File: config.mk
export PLATFORM = sky130hd
export DESIGN_NAME = seq_detect_moore
export DESIGN_NICKNAME = d
export VERILOG_FILES = /design/src/rtl/seq_detect_pkg.sv /design/src/rtl/seq_detect_moore_sat_counter.sv /design/src/rtl/seq_detect_moore.sv
export SDC_FILE = /design/constraint.sdc
export NUM_CORES = 1
export LEC_CHECK = 0
export ABC_AREA = 1
export ABC_CLOCK_PERIOD_IN_PS = 1600
export CORE_UTILIZATION = 50
export CTS_BUF_LIST = sky130_fd_sc_hd__clkbuf_4 sky130_fd_sc_hd__clkbuf_8
export DETAILED_ROUTE_END_ITERATION = 12
export PLACE_DENSITY = 0.81
export SLEW_MARGIN = 20
export SYNTH_ARGS = -nofsm -noshare
export SYNTH_HDL_FRONTEND = slang
export SYNTH_SLANG_ARGS = --single-unit
export TNS_END_PERCENT = 1
File: constraint.sdc
create_clock -name clk -period 1.6 [get_ports clk]
set_input_delay 0.24 -clock clk [delete_from_list [all_inputs] [get_ports clk]]
set_output_delay 0.24 -clock clk [all_outputs]
set_load 0.01 [all_outputs]
File: src/rtl/seq_detect_pkg.sv
// Shared helpers for the serial pattern detector: elaboration-time KMP transition
// and border functions used to build constant next-state tables.
package seq_detect_pkg;

    // Widest pattern the helper functions are written to handle.
    localparam int unsigned PAT_W_MAX = 16;
    // Pattern width of the default build.
    localparam int unsigned PAT_W_DEF = 4;
    // State width of the default build; other widths come from state_w().
    localparam int unsigned SW = $clog2(PAT_W_DEF + 1);

    // State register width needed to hold 0..pat_w.
    function automatic int unsigned state_w(input int unsigned pat_w);
        return $clog2(pat_w + 1);
    endfunction

    // Longest prefix of the pattern that is also a suffix of (prefix(s) ++ bit).
    // Bit j of the pattern in arrival order is pattern[pat_w-1-j]. Requires s < pat_w.
    function automatic int unsigned kmp_next(input logic [15:0] pattern,
                                             input int unsigned pat_w,
                                             input int unsigned s,
                                             input logic        bit_i);
        int unsigned best;
        int unsigned pos;
        logic        ok;
        logic        tbit;
        best = 0;
        for (int unsigned k = 1; k <= PAT_W_MAX; k++) begin
            if (k <= s + 1 && k <= pat_w) begin
                ok = 1'b1;
                for (int unsigned j = 0; j < PAT_W_MAX; j++) begin
                    if (j < k) begin
                        pos = s + 1 - k + j;
                        if (pos == s) begin
                            tbit = bit_i;
                        end else begin
                            tbit = pattern[4'(pat_w - 1 - pos)];
                        end
                        if (pattern[4'(pat_w - 1 - j)] != tbit) begin
                            ok = 1'b0;
                        end
                    end
                end
                if (ok) begin
                    best = k;
                end
            end
        end
        return best;
    endfunction

    // Longest proper prefix of the pattern that is also a suffix of it.
    function automatic int unsigned border(input logic [15:0] pattern,
                                           input int unsigned pat_w);
        int unsigned best;
        logic        ok;
        best = 0;
        for (int unsigned k = 1; k < PAT_W_MAX; k++) begin
            if (k < pat_w) begin
                ok = 1'b1;
                for (int unsigned j = 0; j < PAT_W_MAX; j++) begin
                    if (j < k && pattern[4'(pat_w - 1 - j)] != pattern[4'(k - 1 - j)]) begin
                        ok = 1'b0;
                    end
                end
                if (ok) begin
                    best = k;
                end
            end
        end
        return best;
    endfunction

endpackage

File: src/rtl/seq_detect_moore_sat_counter.sv
// Saturating up-counter with synchronous clear and asynchronous reset.
module sat_counter #(
    parameter int unsigned W = 8
) (
    input  logic         clk,
    input  logic         rst,
    input  logic         clr,
    input  logic         inc,
    output logic [W-1:0] q
);

    logic [W-1:0] q_q, q_d;

    // Next count: clear wins, otherwise increment unless already at all-ones.
    always_comb begin
        q_d = q_q;
        if (clr) begin
            q_d = '0;
        end else if (inc && (q_q != {W{1'b1}})) begin
            q_d = q_q + 1'b1;
        end
    end

    // Count register.
    always_ff @(posedge clk or posedge rst) begin
        if (rst) begin
            q_q <= '0;
        end else begin
            q_q <= q_d;
        end
    end

    assign q = q_q;

endmodule

File: src/rtl/seq_detect_moore.sv
// Parametrised Moore serial pattern detector with sticky/pulse and
// overlapping/non-overlapping modes, a valid qualifier and a saturating match count.
module seq_detect_moore
    import seq_detect_pkg::*;
#(
    parameter int unsigned           PAT_W   = 4,
    parameter logic [PAT_W-1:0]      PATTERN = 4'b1001,
    parameter int unsigned           CNT_W   = 8
) (
    input  logic                         clk,
    input  logic                         rst,
    input  logic                         data,
    input  logic                         valid,
    input  logic                         clear,
    input  logic                         sticky,
    input  logic                         overlap,
    output logic                         out,
    output logic [CNT_W-1:0]             match_count,
    output logic [$clog2(PAT_W+1)-1:0]   state_dbg
);

    localparam int unsigned        StateW = state_w(PAT_W);
    localparam logic [15:0]        PatExt = 16'(PATTERN);
    localparam logic [StateW-1:0]  MatchS = StateW'(PAT_W);
    localparam int unsigned        Border = border(PatExt, PAT_W);

    logic [StateW-1:0] state_q, state_d;
    logic              inc;

    // Constant transition tables; unused encodings above MATCH map to 0.
    logic [StateW-1:0] run_tbl [2**StateW][2];
    logic [StateW-1:0] ovl_tbl [2];

    for (genvar gs = 0; gs < 2**StateW; gs++) begin : g_run
        for (genvar gb = 0; gb < 2; gb++) begin : g_bit
            if (gs < PAT_W) begin : g_live
                assign run_tbl[gs][gb] = StateW'(kmp_next(PatExt, PAT_W, gs, 1'(gb)));
            end else begin : g_dead
                assign run_tbl[gs][gb] = '0;
            end
        end
    end

    for (genvar gb = 0; gb < 2; gb++) begin : g_ovl
        assign ovl_tbl[gb] = StateW'(kmp_next(PatExt, PAT_W, Border, 1'(gb)));
    end

    // Next state and match-count increment; clear outranks valid.
    always_comb begin
        state_d = state_q;
        inc     = 1'b0;
        if (clear) begin
            state_d = '0;
        end else if (valid) begin
            if (state_q != MatchS) begin
                state_d = run_tbl[state_q][data];
            end else if (sticky) begin
                state_d = state_q;
            end else if (overlap) begin
                state_d = ovl_tbl[data];
            end else begin
                state_d = run_tbl[0][data];
            end
            // A sticky hold is not a new match; an overlapped re-entry is.
            inc = (state_d == MatchS) && !((state_q == MatchS) && sticky);
        end
    end

    // State register.
    always_ff @(posedge clk or posedge rst) begin
        if (rst) begin
            state_q <= '0;
        end else begin
            state_q <= state_d;
        end
    end

    sat_counter #(
        .W (CNT_W)
    ) u_cnt (
        .clk (clk),
        .rst (rst),
        .clr (clear),
        .inc (inc),
        .q   (match_count)
    );

    assign out       = (state_q == MatchS);
    assign state_dbg = state_q;

endmodule

==> flow_summary.yaml, run 1 <==
clock_network:
  clk_latency_ns: 0.28
  cts_made_buffers: 3
  clk_pin_slew_ns: 0.08
  cts_hold_buf: 0
  h-tree-depth: 1
  cts_root_buffer: "clkbuf_4"
  clock_path_buffers: 2
  tritoncts: "built"
  cts_num_sinks: 11
worst_setup_path:
  path_max_fanout: 3
  r2r-end: "u_cnt.q[4]"
  arrival_ns: 1.31
  r2r_start: "u_cnt.q[1]"
  rr_worst_depth: 9
  critPathKind: "flip-flop to primary output"
  crit_required_ns: 1.36
  cp-end-kind: "primary output"
  critPathLaunchType: "flip-flop"
  r2r_slack_ns: 0.05
  cp-startpoint: "u_cnt.q[0]"
synthesis:
  yosysTopAreaCellShare: 0.356
  syn_nets: 122
  avgSynthCellArea_um2: 7.03
  ys_seq_area_frac: 0.356
  ys_types: 20
  syn_area_um2: 773
  yosys.area.top_type: "dfrtp_1"
  ys_top_cells_by_area: "dfrtp_1, nand2_1, ha_1, inv_1, nand3_1"
  synth-seq-cells: 11
  ys_warn_count: 0
  syn-instance-count: 110
timing:
  worst_slack_ns: 0.0454
  tightest_slew_ns: 0.427
  fmax_mhz: 643
  maxSlewViolCount: 0
  hold_violations: 0
  skew_ns: 0.00161
  fin_crit_sh: 0.972
  fin_hold_ws_ns: 0.266
  min_period_ns: 1.55
  setup_violations: 0
  maxSlewHeadroom: 0.715
  rsz0062_at_grt: "true"
  tns_ns: 0
die:
  dieArea_um2: 1710
  die_w_um: 41.3
  core_area_um2: 1370
  fp-row-count: 13
  ios: 19
  start_util: 0.566
  dieHeight_um: 41.3
layout:
  nets: 153
  regArea_um2: 277
  drive_gt1_frac: 0.221
  final_util: 0.802
  syn_to_final_growth_pct: 41.7
  num_antenna_cells: 0
  nFillCells: 87
  multi_input_comb_area_um2: 455
global_routing:
  grt_overflow: 0
  antenna_found_initial: 0
  grt_pass1_wl_um: 2720
  grtUsageTotal: 0.252
  grt_pass1_vias: 648
  grt_max_degree: 12
pwr:
  ir_drop_mv: 0.595
  cellLeakagePower_nw: 0.509
  power_density_nw_per_um2: 540
placement:
  pre_cts_ws_ns: -0.0492
  dp_hpwl_um: 1310
  io_buffers: 18
  gp_congestion: 0.870
drt:
  drt-vias-per-instance: 5.13
  drt_wl_total_um: 1860
  drcViolationCount: 0
  antenna_left: 0
  wl_per_cell_um: 12.0
  dr.pass1.iters: 4
  vias: 795
  dr.first_iter.drc_count: 34
worst_hold_path:
  min_path_type: "input port to asynchronous set/reset pin"
status:
  status: "finished clean"
run:
  maxCapViolCount: 0
==> cells in the mapped netlist <==
cell type,number
nand3_1,11
nor2_2,3
a21oi_1,5
nor2_4,1
clkbuf_4,1
nor2_1,12
buf_6,1
nand3_2,1
nand2_1,30
xnor2_1,1
o22ai_1,2
ha_1,5
nand4_1,2
inv_1,15
o21ai_1,1
nand2_2,3
o21a_1,1
inv_2,2
o21ai_0,2
dfrtp_1,11
==> final cells by class <==
class | instances | share of cell area
Timing Repair Buffer | 28 | 0.229
Sequential cell | 11 | 0.252
Inverter | 17 | 0.0582
Multi-Input combinational cell | 80 | 0.416
Clock buffer | 4 | 0.0274
Tap cell | 15 | 0.0171
==> worst max-delay path by stage <==
stage / end / cells after the start
final: match_count[0] / 2
after global routing: u_cnt.q[4] / 9
after CTS: out / 5
after detailed placement: u_cnt.q[1] / 9
after global placement: u_cnt.q[1] / 9
after floorplan: u_cnt.q[3] / 11
==> cells by family (layout without fill, tap and decap cells) <==
group | Yosys count | in the layout | share of synthesized area
flops | 11 | 11 | 0.356
xor+xnor | 1 | 1 | 0.0113
buf+inv | 19 | 49 | 0.107
compound gates | 11 | 11 | 0.0777
simple gates | 63 | 63 | 0.367
fa+ha+maj | 5 | 5 | 0.0809
==> cell usage in the layout (no fill, tap or decap), types with 2 or more instances in the layout <==
master,count
o21ai_0,2
nand2_1,29
nor2_4,3
clkdlybuf4s50_1,17
nand3_1,10
o22ai_1,2
a21oi_1,5
inv_2,3
buf_4,8
clkbuf_4,4
nand4_1,2
nor2_1,12
ha_1,3
nand2_2,4
dfrtp_1,10
inv_1,14
==> power by group <==
group	leakage (nW)	internal (W)	switching [W]
clock	0.0184	0.000114	0.000110
combinational	0.340	0.0000397	0.0000461
sequential	0.151	0.000281	0.00000189
==> per-layer routing <==
metal	global-route usage	vias up	wire [µm]
met5	0	-	0
met4	0.0968	0	25
met3	0.0638	4	95
met2	0.379	23	839
met1	0.347	360	899
li1	-	408	-
==> sequential cells by signal (all words and copies together) (netlist names) <==
signal and count:
u_cnt.q 8, state_dbg 3
==> worst max-delay path, stage by stage, from the launching register on <==
cell and delay, ns:
dfrtp_1 0.39, buf_4 0.13, clkdlybuf4s50_1 0.52
==> through the flow <==
step	power, W	area (µm²)	instances
2_1_floorplan	0.000326	773	110
3_3_place_gp	0.000366	1010	149
3_5_place_dp	0.000368	1010	149
4_1_cts	0.000580	1040	153
5_1_grt	0.000612	1100	155
6_report	0.000592	1100	155
==> repair_timing <==
| item | 4_1_cts | 5_1_grt |
|---|---|---|
| cloned | 0 | 1 |
| buffers inserted | 0 | 1 |
| resized for setup | 1 | 13 |
| pin swaps | 0 | 3 |
| endpoints found under the setup margin | 1 | 8 |
(Power assumes the default switching activity.)
==> run 2: changes to the inputs <==
--- a/config.mk
+++ b/config.mk
@@ -9,6 +9,7 @@
 export ABC_CLOCK_PERIOD_IN_PS = 1600
 export CORE_UTILIZATION = 50
 export CTS_BUF_LIST = sky130_fd_sc_hd__clkbuf_4 sky130_fd_sc_hd__clkbuf_8
+export CTS_CLUSTER_DIAMETER = 120
 export DETAILED_ROUTE_END_ITERATION = 12
 export PLACE_DENSITY = 0.81
 export SLEW_MARGIN = 20
==> results of run 2 <==
No change in the layout: final DEF, timing and power equal those of run 1.
==> run 3: changes to the inputs <==
--- a/config.mk
+++ b/config.mk
@@ -11,9 +11,11 @@
 export CTS_BUF_LIST = sky130_fd_sc_hd__clkbuf_4 sky130_fd_sc_hd__clkbuf_8
 export CTS_CLUSTER_DIAMETER = 120
 export DETAILED_ROUTE_END_ITERATION = 12
-export PLACE_DENSITY = 0.81
+export PLACE_DENSITY = 0.8
+export REMOVE_ABC_BUFFERS = 1
 export SLEW_MARGIN = 20
 export SYNTH_ARGS = -nofsm -noshare
 export SYNTH_HDL_FRONTEND = slang
+export SYNTH_HIERARCHICAL = 1
 export SYNTH_SLANG_ARGS = --single-unit
 export TNS_END_PERCENT = 1
==> flow_summary.yaml, run 3 <==
global_routing:
  grtUsageTotal: 0.243
  grt_pass1_wl_um: 3220
  antenna_found_initial: 0
  grt_max_degree: 9
  grt_pass1_vias: 768
  grt_overflow: 0
synthesis:
  synth-seq-cells: 11
  synth_most_common_cell: "nand2_1"
  synth_top_family_by_area: "simple AND/OR/NAND/NOR gates"
  synth_compound_area_frac: 0.0187
  synth_mux_area_frac: 0
  yosys.area_share.xor_xnor: 0.0437
  synth_simple_gate_area_share: 0.421
  async_reset_ff_frac: 1.00
  syn-instance-count: 113
  ys_top_cells_by_area: "dfrtp_1, nand2_1, inv_1, ha_1, nand3_1"
  ys_seq_area_frac: 0.343
  ys_warn_count: 6
  avgSynthCellArea_um2: 7.10
  yosys.area.top_type: "dfrtp_1"
  ys_types: 19
  ys_top_cells_by_count: "nand2_1, inv_1, dfrtp_1, nand3_1, nor2_1"
  syn_area_um2: 802
  yosysTopAreaCellShare: 0.343
  synthAdderAreaFrac: 0.0780
  synth-edff-count: 0
  synthFlopType: "dfrtp_1"
drt:
  drt_wl_total_um: 2160
  drcViolationCount: 0
  wl_per_cell_um: 13.4
  vias: 821
  dr.pass1.iters: 4
  antenna_left: 0
  drt-vias-per-instance: 5.10
  dr.first_iter.drc_count: 16
die:
  fp-row-count: 14
  ios: 19
  core_area_um2: 1510
  die_w_um: 42.1
  dieHeight_um: 42.1
  start_util: 0.532
  dieArea_um2: 1770
pwr:
  power_density_nw_per_um2: 496
  total_power_w: 0.000586
  cellLeakagePower_nw: 0.623
  ir_drop_mv: 0.652
worst_setup_path:
  cp-end-kind: "flip-flop"
  path_max_fanout: 4
  arrival_ns: 1.90
  crit_top_cell: "inv_2"
  rr_worst_depth: 13
  cp_top_family: "simple AND/OR/NAND/NOR gates"
  critPathBufInv: 4
  cp.depth: 13
  crit_required_ns: 1.79
  cp_slowest_cell: "dfrtp_1"
  path_cells: "inv_2 -> ha_4 -> nand2_2 -> inv_2 -> nand2_4 -> nand2_4 -> nand2_4 -> nor2_4 -> inv_2 -> a21oi_4 -> nand3_2 -> nand2_2 -> inv_2"
  critPathKind: "flip-flop to flip-flop"
  cpPeakStageDelay_ns: 0.44
  critPathLaunchType: "flip-flop"
run:
  maxCapViolCount: 0
layout:
  layout_commonest_cell: "nand2_1"
  nets: 158
  syn_to_final_growth_pct: 47.4
  num_antenna_cells: 0
  drive_gt1_frac: 0.269
  mostFrequentLayoutCells: "nand2_1, clkdlybuf4s50_1, inv_1"
  largest_reg_flops: 8
  fin_cells: 161
clock_network:
  cts_hold_buf: 0
  cts_num_sinks: 11
  clock_path_buffers: 2
  clk_pin_slew_ns: 0.07
  tritoncts: "built"
  cts_made_buffers: 3
  cts_root_buffer: "clkbuf_4"
  h-tree-depth: 1
  clk_latency_ns: 0.28
timing:
  maxSlewViolCount: 0
  rsz0062_at_grt: "true"
  worst_slack_ns: -0.114
  tightest_slew_ns: 0.321
  fin_hold_ws_ns: 0.169
  min_period_ns: 1.71
  maxSlewHeadroom: 0.786
  fmax_mhz: 583
  tns_ns: -0.489
  skew_ns: 0.00546
  setup_violations: 8
  fin_crit_sh: 1.07
  hold_violations: 0
status:
  violations: "setup timing"
  status: "finished with violations"
worst_hold_path:
  min_path_type: "input port to asynchronous set/reset pin"
placement:
  dp_hpwl_um: 1470
  place_inst: 155
  gp_congestion: 0.832
  io_buffers: 18
-- run 3: cell types whose count changed after synthesis, sizes merged, moves of 2 or more --
| cell | change |
|---|---|
| o21ai | -2 |
| xor2 | +3 |
| a21oi | -3 |
| nor2 | -4 |
| o22ai | -2 |
| nand2 | +13 |
-- run 3: logic make-up after synthesis --
kind of cell / Yosys count
and+or+nand+nor: 71
buffers and inverters: 19
DFF: 11
adders and majority gates: 5
xor gates and xnor gates: 4
AOI/OAI and AO/OA: 3
-- run 3: final cells by class --
cell class                 count  area [µm²]
multi-input combinational     83         522
clock buffer                   4        30.0
sequential                    11         275
timing repair buffer          28         259
inverter                      19        76.3
fill                         115         324
tap                           16        20.0
-- run 3: worst paths after layout --
check                      slack, ns           end          from
setup / recovery               -0.11    u_cnt/q[7]  state_dbg[1]
hold / removal                  0.17  state_dbg[1]           rst
setup reg to reg               -0.11    u_cnt/q[7]  state_dbg[1]
hold reg to reg                 0.54    u_cnt/q[1]    u_cnt/q[1]
max in group asynchronous       1.10    u_cnt/q[4]           rst
min in group clk                0.54    u_cnt/q[1]    u_cnt/q[1]
-- run 3: metrics by stage --
step | setup slack (ns) | util | instance area (µm²)
floorplan | -0.124 | - | 802
global placement | -0.153 | 0.705 | 1060
detailed placement | -0.262 | 0.705 | 1060
CTS | -0.0280 | 0.739 | 1110
global route | -0.194 | 0.785 | 1180
finish | -0.114 | 0.785 | 1180
-- run 3: repair_timing --
| item | 4_1_cts | 5_1_grt |
|---|---|---|
| buffers inserted | 0 | 3 |
| gates resized for setup | 14 | 13 |
| pin swaps | 1 | 5 |
| setup endpoints to repair | 10 | 9 |
-- run 3: power breakdown --
group / switching [W] / internal (W) / total, W
registers: 0.00000230 / 0.000280 / 0.000282
clock network: 0.000104 / 0.000114 / 0.000218
logic: 0.0000452 / 0.0000405 / 0.0000857
-- run 3: routing by layer --
metal	GRT usage	wire [µm]	up-vias
met5	0	0	-
met4	0.0875	87	0
met3	0.0517	120	8
met2	0.413	1040	33
met1	0.306	915	373
li1	-	-	407
